**src/rtl/t01_ai_pkg.sv**
```systemverilog
// Shared types and constants for the AI placement search scheduler.
package t01_ai_pkg;

  localparam int unsigned NUM_ROT_DEF = 4;
  localparam int unsigned NUM_COL_DEF = 10;

  localparam logic [7:0] W_LINES_DEF  = 8'd76;
  localparam logic [7:0] W_HOLES_DEF  = 8'd36;
  localparam logic [7:0] W_BUMP_DEF   = 8'd18;
  localparam logic [7:0] W_HEIGHT_DEF = 8'd51;

  localparam int unsigned SCORE_W = 20;
  localparam logic signed [SCORE_W-1:0] SCORE_MIN = {1'b1, {(SCORE_W-1){1'b0}}};

  // Cycles during which a stale ext_ready from the previous candidate is ignored.
  localparam logic [1:0] GUARD_CYCLES = 2'd2;

  typedef enum logic [3:0] {
    StIdle,
    StPlaceReq,
    StPlaceWait,
    StExtStart,
    StExtWait,
    StExtRelease,
    StScore,
    StNext,
    StDone
  } sched_state_t;

endpackage

```
**src/rtl/t01_ai_move_scheduler_if.sv**
```systemverilog
// Bundle of the game-FSM, placement-unit and extractor signals seen by the scheduler.
interface t01_ai_move_scheduler_if;
  import t01_ai_pkg::*;

  logic                      search_start;
  logic                      search_busy;
  logic                      search_done;
  logic [1:0]                best_rot;
  logic [3:0]                best_col;
  logic signed [SCORE_W-1:0] best_score;
  logic                      best_valid;

  logic [1:0]                cand_rot;
  logic [3:0]                cand_col;
  logic                      place_req;
  logic                      place_valid;
  logic                      place_legal;

  logic                      ext_start;
  logic                      ext_ready;
  logic [2:0]                ext_lines;
  logic [7:0]                ext_holes;
  logic [7:0]                ext_bump;
  logic [7:0]                ext_height;

  // Scheduler side.
  modport master (
    input  search_start, place_valid, place_legal,
    input  ext_ready, ext_lines, ext_holes, ext_bump, ext_height,
    output search_busy, search_done, best_rot, best_col, best_score, best_valid,
    output cand_rot, cand_col, place_req, ext_start
  );

  // Game FSM, placement unit and extractor side.
  modport slave (
    output search_start, place_valid, place_legal,
    output ext_ready, ext_lines, ext_holes, ext_bump, ext_height,
    input  search_busy, search_done, best_rot, best_col, best_score, best_valid,
    input  cand_rot, cand_col, place_req, ext_start
  );

endinterface

```
**src/rtl/t01_ai_move_scheduler_score_calc.sv**
```systemverilog
// Combinational weighted board score; all operands zero-extended before signed math.
module t01_ai_score_calc
  import t01_ai_pkg::*;
#(
  parameter logic [7:0] W_LINES  = W_LINES_DEF,
  parameter logic [7:0] W_HOLES  = W_HOLES_DEF,
  parameter logic [7:0] W_BUMP   = W_BUMP_DEF,
  parameter logic [7:0] W_HEIGHT = W_HEIGHT_DEF
) (
  input  logic [2:0]                i_lines,
  input  logic [7:0]                i_holes,
  input  logic [7:0]                i_bump,
  input  logic [7:0]                i_height,
  output logic signed [SCORE_W-1:0] o_score
);

  logic signed [SCORE_W-1:0] w_lines;
  logic signed [SCORE_W-1:0] w_holes;
  logic signed [SCORE_W-1:0] w_bump;
  logic signed [SCORE_W-1:0] w_height;
  logic signed [SCORE_W-1:0] w_wt_lines;
  logic signed [SCORE_W-1:0] w_wt_holes;
  logic signed [SCORE_W-1:0] w_wt_bump;
  logic signed [SCORE_W-1:0] w_wt_height;

  assign w_lines     = $signed({{(SCORE_W-3){1'b0}}, i_lines});
  assign w_holes     = $signed({{(SCORE_W-8){1'b0}}, i_holes});
  assign w_bump      = $signed({{(SCORE_W-8){1'b0}}, i_bump});
  assign w_height    = $signed({{(SCORE_W-8){1'b0}}, i_height});
  assign w_wt_lines  = $signed({{(SCORE_W-8){1'b0}}, W_LINES});
  assign w_wt_holes  = $signed({{(SCORE_W-8){1'b0}}, W_HOLES});
  assign w_wt_bump   = $signed({{(SCORE_W-8){1'b0}}, W_BUMP});
  assign w_wt_height = $signed({{(SCORE_W-8){1'b0}}, W_HEIGHT});

  // Worst case magnitude is 3*255*255, well inside SCORE_W bits.
  assign o_score = w_lines * w_wt_lines - w_holes * w_wt_holes
                 - w_bump * w_wt_bump - w_height * w_wt_height;

endmodule

```
**src/rtl/t01_ai_move_scheduler.sv**
```systemverilog
// Walks every (rotation, column) candidate, drives placement and feature extraction,
// and keeps the best-scoring legal candidate (earliest wins on ties).
module t01_ai_move_scheduler
  import t01_ai_pkg::*;
#(
  parameter int unsigned NUM_ROT  = NUM_ROT_DEF,
  parameter int unsigned NUM_COL  = NUM_COL_DEF,
  parameter logic [7:0]  W_LINES  = W_LINES_DEF,
  parameter logic [7:0]  W_HOLES  = W_HOLES_DEF,
  parameter logic [7:0]  W_BUMP   = W_BUMP_DEF,
  parameter logic [7:0]  W_HEIGHT = W_HEIGHT_DEF
) (
  input logic                    clk,
  input logic                    reset,
  t01_ai_move_scheduler_if.master bus
);

  sched_state_t r_state;
  sched_state_t w_state_d;

  logic [1:0]                r_rot;
  logic [3:0]                r_col;
  logic [1:0]                r_guard;
  logic [2:0]                r_lines;
  logic [7:0]                r_holes;
  logic [7:0]                r_bump;
  logic [7:0]                r_height;
  logic [1:0]                r_best_rot;
  logic [3:0]                r_best_col;
  logic signed [SCORE_W-1:0] r_best_score;
  logic                      r_best_valid;

  logic                      w_score_en;
  logic signed [SCORE_W-1:0] w_score;
  logic                      w_last_col;
  logic                      w_last_cand;
  logic                      w_place_req;
  logic                      w_ext_start;
  logic                      w_busy;
  logic                      w_done;

  assign w_last_col  = (r_col == 4'(NUM_COL - 1));
  assign w_last_cand = w_last_col && (r_rot == 2'(NUM_ROT - 1));

  t01_ai_score_calc #(
    .W_LINES  (W_LINES),
    .W_HOLES  (W_HOLES),
    .W_BUMP   (W_BUMP),
    .W_HEIGHT (W_HEIGHT)
  ) u_score_calc (
    .i_lines  (r_lines),
    .i_holes  (r_holes),
    .i_bump   (r_bump),
    .i_height (r_height),
    .o_score  (w_score)
  );

  always_comb begin
    w_state_d   = r_state;
    w_place_req = 1'b0;
    w_ext_start = 1'b0;
    w_busy      = 1'b1;
    w_done      = 1'b0;
    w_score_en  = 1'b0;
    unique case (r_state)
      StIdle: begin
        w_busy = 1'b0;
        if (bus.search_start) w_state_d = StPlaceReq;
      end
      StPlaceReq: begin
        w_place_req = 1'b1;
        w_state_d   = StPlaceWait;
      end
      StPlaceWait: begin
        if (bus.place_valid) w_state_d = bus.place_legal ? StExtStart : StNext;
      end
      StExtStart: begin
        w_ext_start = 1'b1;
        w_state_d   = StExtWait;
      end
      StExtWait: begin
        w_ext_start = 1'b1;
        if ((r_guard == 2'd0) && bus.ext_ready) w_state_d = StExtRelease;
      end
      StExtRelease: w_state_d = StScore;
      StScore: begin
        w_score_en = 1'b1;
        w_state_d  = StNext;
      end
      StNext: w_state_d = w_last_cand ? StDone : StPlaceReq;
      StDone: begin
        w_busy    = 1'b0;
        w_done    = 1'b1;
        w_state_d = StIdle;
      end
      default: begin
        w_busy    = 1'b0;
        w_state_d = StIdle;
      end
    endcase
  end

  always_ff @(posedge clk or posedge reset) begin
    if (reset) r_state <= StIdle;
    else       r_state <= w_state_d;
  end

  always_ff @(posedge clk or posedge reset) begin
    if (reset) begin
      r_rot        <= '0;
      r_col        <= '0;
      r_guard      <= '0;
      r_lines      <= '0;
      r_holes      <= '0;
      r_bump       <= '0;
      r_height     <= '0;
      r_best_rot   <= '0;
      r_best_col   <= '0;
      r_best_score <= SCORE_MIN;
      r_best_valid <= 1'b0;
    end else begin
      unique case (r_state)
        StIdle: begin
          if (bus.search_start) begin
            r_rot        <= '0;
            r_col        <= '0;
            r_best_rot   <= '0;
            r_best_col   <= '0;
            r_best_score <= SCORE_MIN;
            r_best_valid <= 1'b0;
          end
        end
        StExtStart: r_guard <= GUARD_CYCLES;
        StExtWait: begin
          if (r_guard != 2'd0) begin
            r_guard <= r_guard - 2'd1;
          end else if (bus.ext_ready) begin
            r_lines  <= bus.ext_lines;
            r_holes  <= bus.ext_holes;
            r_bump   <= bus.ext_bump;
            r_height <= bus.ext_height;
          end
        end
        StScore: begin
          // Strictly greater keeps the earliest candidate on ties.
          if (w_score_en && (w_score > r_best_score)) begin
            r_best_rot   <= r_rot;
            r_best_col   <= r_col;
            r_best_score <= w_score;
            r_best_valid <= 1'b1;
          end
        end
        StNext: begin
          if (w_last_col) begin
            r_col <= '0;
            r_rot <= r_rot + 2'd1;
          end else begin
            r_col <= r_col + 4'd1;
          end
        end
        default: ;
      endcase
    end
  end

  assign bus.search_busy = w_busy;
  assign bus.search_done = w_done;
  assign bus.best_rot    = r_best_rot;
  assign bus.best_col    = r_best_col;
  assign bus.best_score  = r_best_score;
  assign bus.best_valid  = r_best_valid;
  assign bus.cand_rot    = r_rot;
  assign bus.cand_col    = r_col;
  assign bus.place_req   = w_place_req;
  assign bus.ext_start   = w_ext_start;

endmodule
```
**src/flat_wrapper.sv**
```systemverilog
// flat-port wrapper written by rule: the top's interface ports become plain ports
module t01_ai_move_scheduler_flat import t01_ai_pkg::*;
#(
  parameter int unsigned NUM_ROT  = NUM_ROT_DEF,
  parameter int unsigned NUM_COL  = NUM_COL_DEF,
  parameter logic [7:0]  W_LINES  = W_LINES_DEF,
  parameter logic [7:0]  W_HOLES  = W_HOLES_DEF,
  parameter logic [7:0]  W_BUMP   = W_BUMP_DEF,
  parameter logic [7:0]  W_HEIGHT = W_HEIGHT_DEF
)
  (clk, reset, bus_search_start, bus_place_valid, bus_place_legal, bus_ext_ready, bus_ext_lines, bus_ext_holes, bus_ext_bump, bus_ext_height, bus_search_busy, bus_search_done, bus_best_rot, bus_best_col, bus_best_score, bus_best_valid, bus_cand_rot, bus_cand_col, bus_place_req, bus_ext_start);
  t01_ai_move_scheduler_if bus_i ();
  input logic clk;
  input logic reset;
  input wire logic [$bits(bus_i.search_start)-1:0] bus_search_start;
  input wire logic [$bits(bus_i.place_valid)-1:0] bus_place_valid;
  input wire logic [$bits(bus_i.place_legal)-1:0] bus_place_legal;
  input wire logic [$bits(bus_i.ext_ready)-1:0] bus_ext_ready;
  input wire logic [$bits(bus_i.ext_lines)-1:0] bus_ext_lines;
  input wire logic [$bits(bus_i.ext_holes)-1:0] bus_ext_holes;
  input wire logic [$bits(bus_i.ext_bump)-1:0] bus_ext_bump;
  input wire logic [$bits(bus_i.ext_height)-1:0] bus_ext_height;
  output wire logic [$bits(bus_i.search_busy)-1:0] bus_search_busy;
  output wire logic [$bits(bus_i.search_done)-1:0] bus_search_done;
  output wire logic [$bits(bus_i.best_rot)-1:0] bus_best_rot;
  output wire logic [$bits(bus_i.best_col)-1:0] bus_best_col;
  output wire logic [$bits(bus_i.best_score)-1:0] bus_best_score;
  output wire logic [$bits(bus_i.best_valid)-1:0] bus_best_valid;
  output wire logic [$bits(bus_i.cand_rot)-1:0] bus_cand_rot;
  output wire logic [$bits(bus_i.cand_col)-1:0] bus_cand_col;
  output wire logic [$bits(bus_i.place_req)-1:0] bus_place_req;
  output wire logic [$bits(bus_i.ext_start)-1:0] bus_ext_start;
  assign bus_i.search_start = bus_search_start;
  assign bus_i.place_valid = bus_place_valid;
  assign bus_i.place_legal = bus_place_legal;
  assign bus_i.ext_ready = bus_ext_ready;
  assign bus_i.ext_lines = bus_ext_lines;
  assign bus_i.ext_holes = bus_ext_holes;
  assign bus_i.ext_bump = bus_ext_bump;
  assign bus_i.ext_height = bus_ext_height;
  assign bus_search_busy = bus_i.search_busy;
  assign bus_search_done = bus_i.search_done;
  assign bus_best_rot = bus_i.best_rot;
  assign bus_best_col = bus_i.best_col;
  assign bus_best_score = bus_i.best_score;
  assign bus_best_valid = bus_i.best_valid;
  assign bus_cand_rot = bus_i.cand_rot;
  assign bus_cand_col = bus_i.cand_col;
  assign bus_place_req = bus_i.place_req;
  assign bus_ext_start = bus_i.ext_start;
  t01_ai_move_scheduler #(.NUM_ROT(NUM_ROT), .NUM_COL(NUM_COL), .W_LINES(W_LINES), .W_HOLES(W_HOLES), .W_BUMP(W_BUMP), .W_HEIGHT(W_HEIGHT)) u_core (.clk(clk), .reset(reset), .bus(bus_i));
endmodule
```
**config.mk**
```make
export PLATFORM = sky130hd
export DESIGN_NAME = t01_ai_move_scheduler_flat
export DESIGN_NICKNAME = d
export VERILOG_FILES = /design/src/rtl/t01_ai_pkg.sv /design/src/rtl/t01_ai_move_scheduler_if.sv /design/src/rtl/t01_ai_move_scheduler_score_calc.sv /design/src/rtl/t01_ai_move_scheduler.sv /design/src/flat_wrapper.sv
export SDC_FILE = /design/constraint.sdc
export NUM_CORES = 1
export LEC_CHECK = 0
export BUFFER_PORTS_ARGS = -buffer_cell sky130_fd_sc_hd__buf_4
export CAP_MARGIN = 40
export CELL_PAD_IN_SITES_DETAIL_PLACEMENT = 2
export CELL_PAD_IN_SITES_GLOBAL_PLACEMENT = 2
export CORE_MARGIN = 4
export CORE_UTILIZATION = 34
export DETAILED_ROUTE_END_ITERATION = 6
export HOLD_SLACK_MARGIN = 0.03
export PLACE_DENSITY = 0.77
export SLEW_MARGIN = 40
export SYNTH_ARGS = -nofsm -noshare
export SYNTH_HDL_FRONTEND = slang
export SYNTH_HIERARCHICAL = 1
export SYNTH_SLANG_ARGS = --single-unit
```
**constraint.sdc**
```tcl
create_clock -name clk -period 6.9 [get_ports clk]
set_clock_uncertainty 0.2 [all_clocks]
set_input_delay 0.69 -clock clk [delete_from_list [all_inputs] [get_ports clk]]
set_output_delay 0.69 -clock clk [all_outputs]
set_load 0.02 [all_outputs]
```
## Word-level counts from Yosys, hierarchy flattened

Cells that the tools add are included.

| operators by class | value |
|---|---|
| reduce and logical (&&, ||, !) cells | 17 |
| multiplexer cells | 29 |
| equal/unequal tests | 16 |
| $mul | 4 |
| $add $sub $neg | 6 |
| $lt $le $gt $ge | 1 |
| bitwise gates (word level) | 1 |

Operators by type and width:

| kind | count |
|---|---|
| 2-to-1 mux 20 bit | 2 |
| one-hot mux 20 bit (2 select lines) | 1 |
| subtractor 20 x 15 -> 20 bit | 2 |
| one-hot mux 4 bit (8 select lines) | 1 |
| 2-to-1 mux 4 bit | 7 |
| multiplier 8 x 4 -> 12 bit, second input constant | 2 |
| greater-than comparator 20 bit | 1 |
| subtractor 20 x 14 -> 20 bit | 1 |
| == test 4 x 3 -> 1 bit, second input constant | 4 |
| one-hot mux 4 bit (2 select lines) | 2 |
| multiplier 8 x 6 -> 14 bit, second input constant | 1 |
| one-hot mux 2 bit (2 select lines) | 3 |
| AND reduction 3 bit | 4 |
| == test 4 x 2 -> 1 bit, second input constant | 2 |
| == test 4 bit, second input constant | 2 |
| multiplier 3 x 5 -> 8 bit, second input constant | 1 |
| 2-to-1 mux 2 bit | 4 |
| inequality test 2 x 1 -> 1 bit, second input constant | 4 |
| nonzero test 2 bit | 4 |
| 2-to-1 mux 1 bit | 7 |
| OR reduction 7 bit | 1 |
| adder 4 x 1 -> 4 bit, second input constant | 1 |
| == test 4 x 1 -> 1 bit, second input constant | 1 |
| logical NOT 4 bit | 1 |
| other kinds (11) | 15 |

| storage, ports and cells | value |
|---|---|
| output and inout bits | 37 |
| flip-flop bits (word level) | 66 |
| logic and storage cells | 86 |

## Logic depth before layout (Yosys ltp)

Gate-level depths: netlist of the first run.

| depth | value |
|---|---|
| depth after elaboration | 8 |
| gate-level depth with buffers | 30 |
| mapped depth without buffers | 27 |

## By module

The synthesis of the first run kept the hierarchy.

Modules (own cells, without submodules):

| module | area an instance (sq um) | cells an instance | seq. area each (sq um) | times used |
|---|---|---|---|---|
| t01_ai_move_scheduler | 3843.7 | 378 | 1652.8 | 1 |
| t01_ai_score_calc | 2996.6 | 364 | 0.0 | 1 |

## Least setup slack after synthesis of the first run

OpenSTA, ideal clock, no wires.

| path | value |
|---|---|
| path kind | reg2reg |
| from | register u_core.r_height[1] |
| to | register u_core.r_best_score[10], in the netlist u_core/bus.best_score[10] |
| arrival | 6438 ps |
| library setup time | 126 ps |
| period minus slack after synthesis | 6764 ps |
| required time | 6574 ps |
| stages on the path, launching flop included | 29 |
| path buffers | 2 |
| path slack | 136 ps |
| path through | dfrtp_1 -> ha_1 -> fa_1 -> inv_1 -> fa_1 -> inv_1 -> ha_1 -> a21oi_1 -> o21ai_0 -> or4_1 -> nand2_1 -> xnor2_1 -> fa_1 -> inv_1 -> ha_1 -> o21ai_0 -> nand2b_1 -> nand3_1 -> o211a_1 -> nand3b_1 -> buf_4 -> ha_1 -> nand4_1 -> nor4_2 -> o21ai_1 -> nand3_2 -> mux2_4 -> buf_6 -> a221o_1 |

| on the way | value |
|---|---|
| cells in the longest elaborated chain, start to end | 6 |

Ends and longest elaborated chain:

| item | line | source |
|---|---|---|
| from (decl) | t01_ai_move_scheduler.sv:27 | `logic [7:0] r_height;` |
| from (signal assigned) | t01_ai_move_scheduler.sv:141 | `r_height <= bus.ext_height;` |
| multiplier 8 x 6 -> 14 bit | t01_ai_move_scheduler_score_calc.sv:37 | `- w_bump * w_wt_bump - w_height * w_wt_height;` |
| subtractor 20 x 15 -> 20 bit | t01_ai_move_scheduler_score_calc.sv:37 |  |
| via u_core.w_score[16] | t01_ai_move_scheduler.sv:34 | `logic signed [SCORE_W-1:0] w_score;` |
| greater-than comparator 20 bit | t01_ai_move_scheduler.sv:146 | `if (w_score_en && (w_score > r_best_score)) begin` |
| logical AND 1 bit | t01_ai_move_scheduler.sv:146 |  |
| inequality test 2 x 1 -> 1 bit (no source line) | n/a |  |
| AND reduction 3 bit (no source line) | n/a |  |
| to (signal assigned) | t01_ai_move_scheduler.sv:149 | `r_best_score <= w_score;` |
| to (decl) | t01_ai_move_scheduler.sv:30 | `logic signed [SCORE_W-1:0] r_best_score;` |

The timed path passes the listed nets, and every way through them passes these cells. The select of a mux whose other input is x is not followed.
A chain may end at the register's enable or synchronous reset.

## Worst setup path in the final report of the first run

| path | value |
|---|---|
| from | register u_core.r_height[6] |
| to | register u_core.r_best_score[1], in the netlist u_core/bus.best_score[1] |

The elaborated chain is that of the path after synthesis.

==> summary by stage, run 1 <==
Logic synthesis
The cell count after synthesis is 742. The number of nets handed over by synthesis was between 900 and 1000. The post-synthesis cell type count is 72. Yosys attributes the largest share of cell area to sky130_fd_sc_hd__dfrtp_1, sky130_fd_sc_hd__ha_1, sky130_fd_sc_hd__fa_1, sky130_fd_sc_hd__inv_1, sky130_fd_sc_hd__mux2_2. The average instance in the mapped netlist occupies 9.22 sq um. The portion of the post-synthesis area used by sequential elements is 24.2%. The top cell type by area accounts for 23.8% of the synthesized area.

The yosys synthesis warning count is 6. The most used flip-flop cell after synthesis is sky130_fd_sc_hd__dfrtp_1. The synthesized design contains 66 register bits. The number of enable flip-flop cells after synthesis is 0. The proportion of synthesized flip-flops having asynchronous set or reset is 100%.

The cell type with the highest aggregate area in the netlist is sky130_fd_sc_hd__dfrtp_1. The mapped netlist covers 0.00684 sq mm.

STA
The worst pin sits at a relative slew slack of 48.1%. The worst path in the final design needs a cycle of just over 7 ns, including I/O delays and setup. After routing, the total negative slack on setup checks comes to -6.08 ns.

For the pin with the worst max-slew slack, the measured transition is roughly 0.8 ns. Setup repair after global routing could not meet its margin everywhere. Setup violations remaining at the end of the flow were counted as 26.

The final hold slack is 0.300 ns. The period utilization is 104%. The number of pins with negative max-slew slack in the final report is 0. Across all setup checks in the final design, the least slack found is -0.290 ns. The timing-limited maximum frequency is 139 MHz. The number of failing hold endpoints at the final stage came to 0.

Die
The floorplan step defined a die boundary enclosing 0.0225 sq mm. The total area inside the core boundary comes to 0.0197 sq mm. The effective utilization at floorplan is between 30% and 40%. 70 I/O pins were placed. After floorplanning, the core was divided into a little over 50 placement rows. The die width is around 150 um. From bottom edge to top edge, the die measures 150 um.

Detailed routing
The count of nets left with antenna violations once routing finished came out at 0. The final layout contains routed wiring with a total length of between 20 and 30 mm. The total via count after detailed routing is roughly 6300.

The pre-antenna-repair detailed-routing pass consisted of 4 iterations. Dividing the detail-routed wire length by the instance count gives 22.4 um. In the routed layout, each cell is associated on average with a via count of 5.57. In this run, the number of DRC markers left after iteration 0 of detailed routing was around 310. The post-detailed-route DRC marker count is 0.

Placement
The weighted congestion at the end of routability-driven global placement is roughly 0.84. The count of buffers inserted at the top-level ports is 69. The HPWL reported at the end of detailed placement is 17.6 mm.

GRT
The maximum number of pins on one net before global-route repair is 67. The number of antenna violations at the first check in global routing is 0. The overall track demand over capacity in global routing is 22.4%. The first global-routing pass estimated a little under 40 mm of wire. Global routing finished with a remaining overflow of 0.

The via count of the first global-routing pass was 7334.

Critical path
The worst register-to-register path has a depth of 28. The path type of the worst setup path is reg2reg. The type of destination of the critical path is a flip-flop. The critical path required time is between 6 and 7 ns. The worst setup path is launched from a flip-flop.

Along the worst path, the maximum fanout reaches 7. The highest-delay cell along the critical path is sky130_fd_sc_hd__fa_1. In this design, the stage delay of the slowest critical-path cell is 0.56 ns.

The cell that appears most often on the critical path is sky130_fd_sc_hd__fa_1. Data arrives at the worst endpoint at 7.22 ns.

Final layout
The repair_antennas step left the layout with diodes totalling 0. Counting the fill cells in the layout gives 2126. The synthesis-to-finish area growth is 27.3%. The number of nets in the layout is 1017.

Cells with a size suffix above 1 make up 28.1% of the layout.

Clock network
The TritonCTS buffer count is 9. The CTS clock-pin slew for the worst setup and hold paths is around 0.07 ns. In this run the number of H-tree levels came out at 3. In this run the deepest clock path goes through 2 buffers.

The tree is rooted in a sky130_fd_sc_hd__clkbuf_16. The tree built by TritonCTS fans out to 66 sinks. TritonCTS built the clock tree. The clock insertion delay at the later pin of the skew report is 0.36 ns.

Worst hold path
The class of the tightest hold or removal check is reg2reg. Counting instances, the worst hold path has a depth of 1.

Run status
The run finished, with violations left. The checks that failed: negative setup slack.

Flow run
The tool flagged a number of max-cap violations equal to 0.
## metrics by stage
step                util, %  instance area, sq um  worst slack (ns)  cells
floorplan                 -                  6840             0.136    742
global placement       40.2                  7900            -0.143   1098
detailed placement     40.2                  7910            -0.459   1098
CTS                    43.3                  8500          0.000449   1120
global route           44.3                  8710            -0.492   1126
finish                 44.3                  8710            -0.290   1126
## synthesized netlist by cell type (all sizes together), types with 7 or more instances
cell type and instances:
xnor2 25, a21oi 25, nor3 9, nand2b 12, ha 105, dfrtp 65
a32o 7, nand2 38, nand3 44, o21ai 48, inv 89, mux2 28
a221o 25, buf 19, a21o 12, clkbuf 11, nor2 40, xor2 15
and3 22, fa 23
## flip-flops by register name (all words and copies together), names as in the netlist, 2 cells and up
name and count:
u_core/r_height 8, u_core/bus.cand_col 4, u_core/r_bump 8, u_core/r_guard 2, u_core/bus.cand_rot 2, u_core/bus.best_score 20
u_core/bus.best_rot 2, u_core/r_holes 8, u_core/bus.best_col 4, u_core/r_lines 3, u_core/r_state 4
## cells by family after synthesis
kind of cell	Yosys count	share of synthesized area, %
xor gates and xnor gates	40	5.12
DFF	66	24.2
buffers and inverters	119	7.65
muxes	34	5.60
and+or+nand+nor	201	15.6
AOI/OAI and AO/OA	154	15.9
adders and majority gates	128	25.9
## worst max-delay path: cells and delay by family, from the launching register on
family,cells,cell delay [ns]
and+or+nand+nor,6,0.95
AOI/OAI and AO/OA,7,1.62
buffers and inverters,6,0.67
xor gates and xnor gates,1,0.13
adders and majority gates,7,2.74
DFF,1,0.40
muxes,1,0.34
## cells in the final DEF (no fill, tap or decap), drive strengths merged, types with 31 or more instances in the layout
cell   netlist  routed
nor2        40      40
mux2        28      31
dfrtp       65      65
ha         105     105
nand3       44      44
buf         19     130
o21ai       48      48
inv         89      91
nand2       38      38
## cell type report
type | count | area [sq um] | area share (%)
clock buffers | 9 | 225 | 2.59
clock inverters | 7 | 76.3 | 0.876
inverters | 89 | 334 | 3.84
flip-flops and latches | 66 | 1660 | 19.0
well taps | 265 | 332 | 3.81
repair buffers | 130 | 1000 | 11.5
multi-input cells | 560 | 5080 | 58.4
## final timing paths
path | slack [ns] | endpoint | from
setup reg to reg | -0.29 | u_core/bus.best_score[1] | u_core/r_height[6]
max in group asynchronous | 5.72 | u_core/r_height[3] | reset
hold / removal | 0.30 | u_core/r_guard[0] | u_core/r_guard[0]
min in group asynchronous | 0.31 | u_core/r_holes[4] | reset
hold reg to reg | 0.30 | u_core/r_guard[0] | u_core/r_guard[0]
setup / recovery | -0.29 | u_core/bus.best_score[1] | u_core/r_height[6]
## metal layers
| metal | global-route usage (%) | vias to the layer above | routed length (um) |
|---|---|---|---|
| li1 | - | 2874 | - |
| met1 | 25.2 | 3214 | 9860 |
| met2 | 42.3 | 135 | 13700 |
| met4 | 8.69 | 0 | 778 |
| met3 | 3.21 | 46 | 852 |
| met5 | 0 | - | 0 |
## repair_timing
action,in CTS,in global routing
endpoints found under the setup margin,27,27
gates cloned,3,0
pin swaps,10,17
buffers inserted,3,6
hold buffers,0,0
resized for setup,38,35
Power of run 1 is not shown: default switching activity piles up to over one toggle a cycle in this logic, so the estimate is an artifact.
==> run 2, diff against run 1 <==
--- a/config.mk
+++ b/config.mk
@@ -14,6 +14,7 @@
 export DETAILED_ROUTE_END_ITERATION = 6
 export HOLD_SLACK_MARGIN = 0.03
 export PLACE_DENSITY = 0.77
+export RECOVER_POWER = 25
 export SLEW_MARGIN = 40
 export SYNTH_ARGS = -nofsm -noshare
 export SYNTH_HDL_FRONTEND = slang
==> summary by stage, run 2 (synthesis results as in run 1) <==
GRT
The maximum number of pins on one net before global-route repair is 67 (unchanged). The first-pass GRT wire length is 39.7 mm (unchanged). The number of antenna violations at the first check in global routing is 0 (unchanged). The overall track demand over capacity in global routing was 22.4% (unchanged). The leftover overflow at the end of global routing came to 0 (unchanged). The via count of the first global-routing pass was 7334 (unchanged).

Detailed routing
The detailed-route wire length came to 25.1 mm (-0.15%). The mean routed wirelength per cell is 22.3 um (-0.15%). The detailed-routing iteration count for the pre-antenna-repair pass is 5 (+1). The number of design-rule violations left by the first detailed-router iteration is 302 (-1.3%). The post-detailed-route DRC marker count was 0 (unchanged). The residual antenna-violating net count after detailed routing came to 0 (unchanged). The average vias per placed instance was 5.57 (+0.11%).

The total via count after detailed routing was 6276 (+0.11%).

Critical path
The data arrival time at the worst-slack endpoint was 7.23 ns (about the same). The launch instance of the worst register-to-register path is u_core/r_height[6]. The most critical setup path has its endpoint at u_core/bus.best_score[1].

The reg-to-reg setup timing slack was -0.30 ns (about the same). The depth of the worst register-to-register path is 28 (unchanged). The critical path required time is 6.93 ns (about the same). The largest fanout on the critical path is 7 (unchanged). The critical path launch point type is a flip-flop. STA classifies the critical path endpoint as a flip-flop.

The critical path launch point is u_core/r_height[6]. The cell that appears most often on the critical path is sky130_fd_sc_hd__fa_1. By startpoint and endpoint, the worst setup path is classified as reg2reg. The longest individual stage delay on the worst path came to 0.56 ns (about the same).

Among all stages on the critical path, the largest delay is contributed by sky130_fd_sc_hd__fa_1. The capturing point of the worst reg2reg path is u_core/bus.best_score[1].

STA
The time the worst path needs with I/O delays and setup is 7.20 ns (+0.0142 ns). The timing-limited maximum frequency is 139 MHz (-0.20%). The final hold slack is 0.299 ns (-0.00143 ns). The period utilization is 104% (+0.21 points). The final setup slack of the worst path is -0.305 ns (-0.0142 ns). Setup repair after global routing could not meet its margin everywhere. The remaining max-slew budget at the tightest pin came to -158% (-210 points). The number of failing hold endpoints at the final stage came to 0 (unchanged).

The actual slew at the worst max-slew pin is 3.86 ns (+3.08 ns). The final number of setup-violating endpoints is 26 (unchanged). The number of pins with negative max-slew slack in the final report came to 67 (+67). The final sum of negative setup slack is -6.45 ns (-0.368 ns).

Run status
The final reports fail on max-capacitance violations, max-slew violations, negative setup slack. The run finished, with violations left.

Placement
The HPWL reported at the end of detailed placement was 17.6 mm (unchanged). The weighted congestion at the end of routability-driven global placement is 0.845 (unchanged). The worst setup slack before clock tree synthesis is -0.459 ns (unchanged). The count of buffers inserted at the top-level ports came to 69 (unchanged).

Die
The boundary pin count came to 70 (unchanged). The effective utilization at floorplan came to 34.8% (unchanged). The die outline area is 0.0225 sq mm (unchanged). The number of cell rows is 51 (unchanged). The die width is 150 um (unchanged). The y dimension of the die is 150 um (unchanged).

The placeable core region is 0.0197 sq mm (unchanged).

Clock network
The number of hold-repair buffers added at the cts stage was 0 (unchanged). The number of sinks on the clock net came to 66 (unchanged). The clock tree from TritonCTS is built. The TritonCTS buffer count is 9 (unchanged).

The CTS clock-pin slew for the worst setup and hold paths was 0.07 ns (about the same). Clock tree synthesis selected as its root buffer the cell sky130_fd_sc_hd__clkbuf_16. The clock insertion delay at the later pin of the skew report was 0.36 ns (about the same). The maximum root-to-sink buffer count was 2 (unchanged).

The H-tree depth reported by CTS is 3 (unchanged).

Final layout
The number of diodes added for antenna fixing came to 0 (unchanged). Leaving out fill and tap cells, the most frequent cell in the layout is sky130_fd_sc_hd__buf_4. The number of nets in the layout is 1017 (unchanged). The number of flip-flops under the largest register name was 20 (unchanged). The share of final-layout standard cells stronger than drive strength 1 is 27.9% (-0.23 points). The synthesis-to-finish area growth came to 27.2% (about the same). In the layout the commonest cells are sky130_fd_sc_hd__buf_4, sky130_fd_sc_hd__ha_1, sky130_fd_sc_hd__inv_1.

Flow run
The number of maximum-capacitance violations is 1 (+1).

Worst hold path
The path class of the tightest hold or removal check is reg2reg.
==> run 2: critical path: cells and delay by family, from the launching register on <==
family / cells / cell delay (ns)
compound gates: 7 / 1.62
xor+xnor: 1 / 0.13
fa+ha+maj: 7 / 2.75
buf+inv: 6 / 0.67
flops: 1 / 0.40
mux: 1 / 0.34
simple gates: 6 / 0.95
==> run 2: layout make-up <==
cell class	count	area (sq um)
multi-input cells	560	5080
fillers	2127	11000
inverters	89	334
well taps	265	332
clock buffers	9	225
flip-flops and latches	66	1660
clock inverters	7	76.3
repair buffers	130	996
==> run 2: repair_timing <==
item,in CTS,in global routing
pin swaps,10,17
resized for setup,38,35
hold endpoints to repair,0,0
endpoints found under the setup margin,27,27
cloned,3,0
setup buffers,3,6
==> run 2: how the worst min path moves through the flow <==
stage,startpoint,to,slack (ns),cells past startpoint
3_3_place_gp,u_core/r_guard[0],u_core/r_guard[0],0.26,1
6_report,u_core/r_guard[0],u_core/r_guard[0],0.30,1
5_1_grt,u_core/r_guard[0],u_core/r_guard[0],0.32,1
2_1_floorplan,u_core/r_guard[0],u_core/r_guard[0],0.25,1
4_1_cts,u_core/r_guard[0],u_core/r_guard[0],0.29,1
3_5_place_dp,u_core/r_guard[0],u_core/r_guard[0],0.28,1
==> run 2: per-layer routing <==
metal | global-route usage [%] | share of wire (%) | vias to the layer above
li1 | - | - | 2875
met1 | 25.2 | 39 | 3231
met2 | 42.3 | 54 | 126
met3 | 3.21 | 3.5 | 44
met4 | 8.69 | 2.9 | 0
met5 | 0 | 0 | -
==> run 2: through the flow <==
| step | util [%] | instances | area (sq um) |
|---|---|---|---|
| 4_1_cts | 43.3 | 1120 | 8500 |
| 3_3_place_gp | 40.2 | 1098 | 7900 |
| 2_1_floorplan | - | 742 | 6840 |
| 6_report | 44.3 | 1126 | 8700 |
| 5_1_grt | 44.3 | 1126 | 8700 |
| 3_5_place_dp | 40.2 | 1098 | 7910 |
Power of run 2 is left out for the same reason.
==> run 3, diff against run 2 <==
--- a/config.mk
+++ b/config.mk
@@ -15,6 +15,7 @@
 export HOLD_SLACK_MARGIN = 0.03
 export PLACE_DENSITY = 0.77
 export RECOVER_POWER = 25
+export SKIP_CTS_REPAIR_TIMING = 1
 export SLEW_MARGIN = 40
 export SYNTH_ARGS = -nofsm -noshare
 export SYNTH_HDL_FRONTEND = slang
==> summary by stage, run 3 (synthesis results as in run 1) <==
Critical path
The critical path required time is 6.93 ns (about the same). The data arrival time at the worst-slack endpoint is 6.97 ns (-0.26 ns). STA classifies the critical path endpoint as a flip-flop. The launch instance of the worst register-to-register path is u_core/r_height[6]. The largest fanout on the critical path is 7 (unchanged). The reg-to-reg setup timing slack is -0.04 ns (+0.26 ns). The most critical setup path has its endpoint at u_core/bus.best_score[1]. The endpoint identified for the worst register-to-register timing path is u_core/bus.best_score[1]. The depth of the worst register-to-register path is 27 (-3.6%). By startpoint and endpoint, the worst setup path is classified as reg2reg. The critical path launch point is u_core/r_height[6]. The critical path launch point type is a flip-flop.

Clock network
The maximum root-to-sink buffer count came to 2 (unchanged). The clock insertion delay at the later pin of the skew report was 0.35 ns (about the same). The number of sinks on the clock net was 66 (unchanged). The CTS clock-pin slew for the worst setup and hold paths came to 0.07 ns (about the same). The root buffer cell chosen for the clock tree is sky130_fd_sc_hd__clkbuf_16.

TritonCTS built the clock tree. The H-tree depth reported by CTS is 3 (unchanged). The TritonCTS buffer count is 9 (unchanged).

GRT
The first-pass GRT wire length is 37.0 mm (-6.7%). The via count of the first global-routing pass is 7076 (-3.5%). The leftover overflow at the end of global routing is 0 (unchanged). The overall track demand over capacity in global routing is 20.7% (-1.8 points). The number of antenna violations at the first check in global routing is 0 (unchanged). The maximum number of pins on one net before global-route repair came to 67 (unchanged).

STA
The number of pins with negative max-slew slack in the final report was 67 (unchanged). The time the worst path needs with I/O delays and setup is 6.94 ns (-0.261 ns). The timing-limited maximum frequency came to 144 MHz (+3.8%). The number of failing hold endpoints at the final stage is 0 (unchanged). Setup repair after global routing could not meet its margin everywhere. The final setup slack of the worst path was -0.0440 ns (+0.261 ns). The remaining max-slew budget at the tightest pin is -160% (-2.6 points). The actual slew at the worst max-slew pin was 3.90 ns (+0.0398 ns).

The period utilization is 101% (-3.8 points). The final hold slack came to 0.298 ns (-0.000106 ns). The final number of setup-violating endpoints was 8 (-69%).

The final sum of negative setup slack was -0.115 ns (+6.33 ns).

Die
The placeable core region came to 0.0197 sq mm (unchanged). The boundary pin count was 70 (unchanged). The die width came to 150 um (unchanged). The die outline area came to 0.0225 sq mm (unchanged). The y dimension of the die is 150 um (unchanged). The number of cell rows is 51 (unchanged).

The effective utilization at floorplan was 34.8% (unchanged).

Final layout
The library cell used most frequently in the layout, excluding fill and tap cells, is sky130_fd_sc_hd__buf_4. The number of flip-flops under the largest register name is 20 (unchanged). The count of non-filler cells in the finished layout is 1123 (-0.27%). The number of diodes added for antenna fixing is 0 (unchanged). In the layout the commonest cells are sky130_fd_sc_hd__buf_4, sky130_fd_sc_hd__ha_1, sky130_fd_sc_hd__inv_1. The synthesis-to-finish area growth came to 27.3% (about the same). The post-route cell area came to 0.00870 sq mm (about the same). The share of final-layout standard cells stronger than drive strength 1 came to 27.9% (about the same).

The number of nets in the layout is 1014 (-0.29%).

Detailed routing
The total via count after detailed routing is 6280 (+0.064%). The average vias per placed instance is 5.59 (+0.33%). The number of design-rule violations left by the first detailed-router iteration is 237 (-22%). The mean routed wirelength per cell was 22.2 um (-0.39%). The residual antenna-violating net count after detailed routing came to 0 (unchanged). The detailed-routing iteration count for the pre-antenna-repair pass is 4 (-1). The post-detailed-route DRC marker count was 0 (unchanged). The detailed-route wire length is 25.0 mm (-0.65%).

Flow run
The number of maximum-capacitance violations is 1 (unchanged).

Placement
The HPWL reported at the end of detailed placement is 17.6 mm (unchanged). The weighted congestion at the end of routability-driven global placement is 0.845 (unchanged). The count of buffers inserted at the top-level ports was 69 (unchanged). The number of placed instances, taps included came to 1098 (unchanged).

The cell area after placement came to 0.00791 sq mm (unchanged).

Run status
The run finished, with violations left. The checks that failed: max-capacitance violations, max-slew violations, negative setup slack.

Worst hold path
The path class of the tightest hold or removal check is reg2reg.
## run 3: cell count changes in the layout (fill, tap and decap cells not counted), sizes merged
| cell | previous run | this run |
|---|---|---|
| buf | 128 | 124 |
| clkbuf | 11 | 12 |
## run 3: how the worst min path moves through the flow
stage,startpoint,endpoint,slack [ns],depth (start not counted)
6_report,u_core/bus.best_valid,u_core/bus.best_valid,0.30,2
5_1_grt,u_core/r_guard[0],u_core/r_guard[0],0.32,1
4_1_cts,u_core/r_guard[0],u_core/r_guard[0],0.29,1
3_5_place_dp,u_core/r_guard[0],u_core/r_guard[0],0.28,1
3_3_place_gp,u_core/r_guard[0],u_core/r_guard[0],0.26,1
2_1_floorplan,u_core/r_guard[0],u_core/r_guard[0],0.25,1
## run 3: final cells by class
cell class	count	area, sq um
fillers	2136	10900
clock buffers	9	225
inverters	89	334
flip-flops and latches	66	1660
repair buffers	127	1000
well taps	265	332
multi-input cells	560	5080
clock inverters	7	76.3
## run 3: metrics by stage
stage          setup slack (ns)  utilization, %
2_1_floorplan             0.136               -
3_3_place_gp             -0.143            40.2
3_5_place_dp             -0.459            40.2
4_1_cts                  -0.499            41.8
5_1_grt                  -0.325            44.3
6_report                -0.0440            44.3
## run 3: layer usage
layer	global-route usage, %	up-vias	part of all wire, %
met2	39.8	124	54
met3	2.60	43	2.5
met4	5.54	0	2.5
met1	23.8	3250	41
li1	-	2863	-
met5	0	-	0
## run 3: critical path, cell delays in order (launching register included)
cell                       delay [ns]
sky130_fd_sc_hd__dfrtp_2         0.44
sky130_fd_sc_hd__ha_4            0.27
sky130_fd_sc_hd__fa_1            0.52
sky130_fd_sc_hd__inv_2           0.05
sky130_fd_sc_hd__fa_1            0.50
sky130_fd_sc_hd__inv_2           0.06
sky130_fd_sc_hd__ha_4            0.24
sky130_fd_sc_hd__nand2_2         0.08
sky130_fd_sc_hd__o21ai_2         0.06
sky130_fd_sc_hd__or4_4           0.53
sky130_fd_sc_hd__a211o_1         0.31
sky130_fd_sc_hd__o211ai_1        0.12
sky130_fd_sc_hd__fa_1            0.48
sky130_fd_sc_hd__inv_2           0.09
sky130_fd_sc_hd__ha_4            0.21
sky130_fd_sc_hd__a21o_1          0.16
sky130_fd_sc_hd__a21oi_2         0.18
sky130_fd_sc_hd__nor2_1          0.09
sky130_fd_sc_hd__a211oi_2        0.20
sky130_fd_sc_hd__xnor2_1         0.14
sky130_fd_sc_hd__ha_1            0.37
sky130_fd_sc_hd__nand4_4         0.15
sky130_fd_sc_hd__buf_6           0.17
sky130_fd_sc_hd__nor2_2          0.13
sky130_fd_sc_hd__nand2_1         0.11
sky130_fd_sc_hd__nand3_4         0.19
sky130_fd_sc_hd__mux2_4          0.40
sky130_fd_sc_hd__a221o_1         0.36
Power of run 3 is left out for the same reason.
